===== src/rtl/btn_toggle_ctrl.sv =====
// Button front-end for the LED blinker: two raw buttons are synchronised, debounced
// and turned into press strobes that toggle the held enable/speed levels.

module btn_debounce #(
  parameter int DEBOUNCE = 100000
) (
  input  logic clk,
  input  logic rst,
  input  logic btn,
  output logic pulse
);

  localparam int CNT_W = (DEBOUNCE > 1) ? $clog2(DEBOUNCE) : 1;
  localparam logic [CNT_W-1:0] CNT_MAX = CNT_W'(DEBOUNCE - 1);

  typedef enum logic [1:0] {
    RELEASED,
    PRESS_CHK,
    PRESSED,
    RELEASE_CHK
  } state_t;

  logic [1:0]       sync;
  logic             s;
  state_t           state;
  state_t           state_nxt;
  logic [CNT_W-1:0] cnt;
  logic [CNT_W-1:0] cnt_nxt;
  logic             pulse_nxt;

  assign s = sync[1];

  always_ff @(posedge clk) begin
    if (rst) begin
      sync  <= 2'b00;
      state <= RELEASED;
      cnt   <= '0;
      pulse <= 1'b0;
    end else begin
      sync  <= {sync[0], btn};
      state <= state_nxt;
      cnt   <= cnt_nxt;
      pulse <= pulse_nxt;
    end
  end

  // Each CHK state needs DEBOUNCE consecutive agreeing samples before committing;
  // any disagreeing sample drops back to the previous stable state.
  always_comb begin
    state_nxt = state;
    cnt_nxt   = cnt;
    pulse_nxt = 1'b0;
    case (state)
      RELEASED: begin
        if (s) begin
          state_nxt = PRESS_CHK;
          cnt_nxt   = '0;
        end
      end
      PRESS_CHK: begin
        if (!s) begin
          state_nxt = RELEASED;
          cnt_nxt   = '0;
        end else if (cnt == CNT_MAX) begin
          state_nxt = PRESSED;
          pulse_nxt = 1'b1;
        end else begin
          cnt_nxt = cnt + CNT_W'(1);
        end
      end
      PRESSED: begin
        if (!s) begin
          state_nxt = RELEASE_CHK;
          cnt_nxt   = '0;
        end
      end
      RELEASE_CHK: begin
        if (s) begin
          state_nxt = PRESSED;
          cnt_nxt   = '0;
        end else if (cnt == CNT_MAX) begin
          state_nxt = RELEASED;
        end else begin
          cnt_nxt = cnt + CNT_W'(1);
        end
      end
      default: begin
        state_nxt = RELEASED;
        cnt_nxt   = '0;
      end
    endcase
  end

endmodule

module btn_toggle_ctrl #(
  parameter int DEBOUNCE = 100000
) (
  input  logic clk,
  input  logic rst,
  input  logic btn_en,
  input  logic btn_speed,
  output logic en,
  output logic speed,
  output logic en_pulse,
  output logic speed_pulse
);

  btn_debounce #(.DEBOUNCE(DEBOUNCE)) u_deb_en (
    .clk   (clk),
    .rst   (rst),
    .btn   (btn_en),
    .pulse (en_pulse)
  );

  btn_debounce #(.DEBOUNCE(DEBOUNCE)) u_deb_speed (
    .clk   (clk),
    .rst   (rst),
    .btn   (btn_speed),
    .pulse (speed_pulse)
  );

  always_ff @(posedge clk) begin
    if (rst) begin
      en    <= 1'b0;
      speed <= 1'b0;
    end else begin
      en    <= en ^ en_pulse;
      speed <= speed ^ speed_pulse;
    end
  end

endmodule


===== config.mk =====
export PLATFORM = sky130hd
export DESIGN_NAME = btn_toggle_ctrl
export DESIGN_NICKNAME = d
export VERILOG_FILES = /design/src/rtl/btn_toggle_ctrl.sv
export SDC_FILE = /design/constraint.sdc
export NUM_CORES = 1
export LEC_CHECK = 0
export BUFFER_PORTS_ARGS = -buffer_cell sky130_fd_sc_hd__buf_2
export CAP_MARGIN = 20
export CORE_UTILIZATION = 60
export CTS_CLUSTER_SIZE = 24
export DETAILED_ROUTE_END_ITERATION = 12
export PLACE_DENSITY = 0.77
export SETUP_SLACK_MARGIN = 0.5
export SYNTH_ARGS = -nofsm -noshare
export SYNTH_HDL_FRONTEND = slang
export SYNTH_SLANG_ARGS = --single-unit

===== constraint.sdc =====
create_clock -name clk -period 2.55 [get_ports clk]
set_clock_uncertainty 0.1 [all_clocks]
set_input_delay 0.255 -clock clk [delete_from_list [all_inputs] [get_ports clk]]
set_output_delay 0.255 -clock clk [all_outputs]
set_load 0.05 [all_outputs]

==> flow_summary.yaml <==
run_status:
  status: "completed"
drt:
  drtIter0Drc: 175
  drc: 0
  postRouteAntennaNets: 0
  viasPerCell: 6.49
  vias: 2031
  drt-total-wl_um: 4980
  drt_pre_antenna_iters: 4
  wl_per_cell_um: 15.9
clock_tree:
  hold_buffers: 0
  cts_made_buffers: 5
  h-tree-depth: 2
  root_buffer: "clkbuf_8"
  cts_tree: "yes"
  cts.sink_count: 46
  cts.path.max_buffers: 2
  insertion_delay_ns: 0.30
  clkTransAtPathRegs_ns: 0.09
timing:
  fin_hold_ws_ns: 0.0729
  setup_viol: 0
  finalSetupTns_ns: 0
  rsz0062_at_grt: "true"
  finalCritPeriodShare: 0.775
  relSlewSlack: 0.587
  fin_ws_ns: 0.575
  finalMaxSlewViolations: 0
  tightest_slew_ns: 0.615
  hold_violations: 0
  fin_crit_ns: 1.98
  fmax_mhz: 506
worst_setup_path:
  reg2reg_depth: 6
  reg2reg_setup_slack_ns: 0.57
  worstPathMaxFanout: 5
  cp-start-kind: "register"
  worstSetupPathType: "register to register"
  cp.arrival_ns: 2.12
  required_ns: 2.69
  setup.worst_path.end_class: "register"
  timing.rr.end: "u_deb_en.cnt[5]"
  r2r-start: "u_deb_en.cnt[0]"
die:
  fp.dieH_um: 64.4
  floorplan.initialDensity: 0.634
  num_rows: 22
  core_area_um2: 3690
  ioPinCount: 8
  dieArea_um2: 4150
  die_w_um: 64.4
synth:
  synthTopCellsByCount: "dfxtp_1, nand2_1, nand3_1, nor2_1, or4_1"
  ys_seq_elements: 46
  netlist_area_um2: 2340
  netlist.area_leader.share: 0.394
  ys_top_cells_by_area: "dfxtp_1, or4_1, o211ai_1"
  ys_warn_count: 0
  synth_area_leader_cell: "dfxtp_1"
  synth.avg_cell_area_um2: 9.07
  synth_ff_type: "dfxtp_1"
  synthDistinctLibCells: 52
  yosysMostFrequentCell: "dfxtp_1"
  ys_seq_area_frac: 0.394
  syn-num-nets: 264
  syn_inst: 258
  ys_async_sr_fraction: 0
  synth_edf_count: 0
layout:
  fin_util: 0.686
  final_nets: 270
  drive_gt1_frac: 0.162
  area.growth.synth_to_final_pct: 8.13
  antennaDiodeCount: 0
  final_cells: 313
  layout.cell_area.non_filler_um2: 2530
global_route:
  grtUsageTotal: 0.261
  grt_max_degree: 18
  grt_pass1_wl_um: 8520
  grt_antenna_before_repair: 0
  overflow: 0
  grt_pass1_vias: 1837
run:
  max_cap_violations: 0
place:
  place_hpwl_um: 3360
  preCtsSetupSlack_ns: 0.533
  port_buffers: 7
  placed_area_um2: 2380
  dpl.cell_count: 304
  gp_congestion: 0.827
power_and_ir_drop:
  powerDensity_nw_per_um2: 522
  power_leakage_nw: 0.819
  vdd_ir_drop_max_v: 0.000441
  power_mw: 1.32
worst_hold_path:
  whs_endpoint: "u_deb_speed.sync[0]"
  hp-class: "input pin to register"
  min-delay-start: "btn_speed"
  whs_path_depth: 2
==> registers in the layout, summed over array words and instances (netlist names), named ones only <==
signal             count
en                     1
u_deb_en.state         1
u_deb_speed.cnt       17
speed                  1
u_deb_speed.state      1
u_deb_speed.sync       2
u_deb_en.cnt          17
u_deb_en.pulse         1
u_deb_speed.pulse      1
u_deb_en.sync          2
==> area by class of cell <==
cell class / count / area, µm²
multi-input cells: 195 / 1350
fillers: 297 / 1160
flip-flops and latches: 46 / 921
repair buffers: 12 / 72.6
clock buffers: 5 / 68.8
well taps: 48 / 60.1
clock inverters: 3 / 45.0
inverters: 4 / 15.0
==> logic make-up (layout without fill, tap and decap cells) <==
| logic type | Yosys count | count (layout) | synth area share |
|---|---|---|---|
| and+or+nand+nor | 122 | 122 | 0.323 |
| muxes | 2 | 2 | 0.00856 |
| DFF | 46 | 46 | 0.394 |
| buffers and inverters | 17 | 24 | 0.0433 |
| xor gates and xnor gates | 15 | 15 | 0.0626 |
| AOI/OAI and AO/OA | 54 | 54 | 0.158 |
| adders and majority gates | 2 | 2 | 0.0107 |
==> layer usage <==
metal  vias to the layer above  routed length [µm]  track usage  share of wire
li1                       1000                   -            -              -
met1                       959                2400        0.365           0.48
met2                        63                2260        0.405           0.45
met3                         9                 236       0.0475          0.047
met4                         0                  78       0.0889          0.016
met5                         -                   0            0              0
==> where the power goes <==
group          leakage, nW  switching [mW]  internal (mW)
registers            0.371         0.00521          0.722
logic                0.397          0.0312         0.0148
clock network       0.0504           0.256          0.292
total                0.819           0.292           1.03
==> critical path: stages, from the launching register on <==
cell	delay, ns
dfxtp_1	0.34
ha_1	0.25
nand4_1	0.19
nor4_4	0.09
buf_4	0.14
or4_2	0.63
a31oi_1	0.17
==> cell usage in the layout, fill, tap and decap left out, types with 4 or more instances in the layout <==
| cell | count |
|---|---|
| buf_2 | 7 |
| dfxtp_1 | 46 |
| nor2b_1 | 4 |
| a31oi_1 | 7 |
| or3_1 | 4 |
| nand2_1 | 23 |
| nand4_1 | 10 |
| o211ai_1 | 12 |
| o21ai_0 | 8 |
| nor2_1 | 15 |
| or4_1 | 12 |
| buf_4 | 5 |
| inv_1 | 4 |
| a21oi_1 | 12 |
| xnor2_1 | 7 |
| nand3_1 | 15 |
| and4_1 | 7 |
| xor2_1 | 7 |
| clkbuf_8 | 5 |
==> timing repair <==
item                       4_1_cts  5_1_grt
resized for setup                0        7
buffers inserted                 0        1
setup endpoints to repair        0       21
==> worst max path at each step <==
stage	start	endpoint	slack, ns	cells after the start
after global routing	u_deb_en.cnt[11]	u_deb_en.cnt[2]	0.47	5
after global placement	register	u_deb_en.cnt[6]	0.57	5
final	u_deb_en.cnt[0]	u_deb_en.cnt[5]	0.57	6
after CTS	u_deb_en.sync[1]	u_deb_en.cnt[12]	0.50	5
after floorplan	register	u_deb_speed.cnt[13]	0.67	5
after detailed placement	u_deb_en.cnt[11]	u_deb_en.cnt[4]	0.53	4
Power figures use the tool's default switching activity.
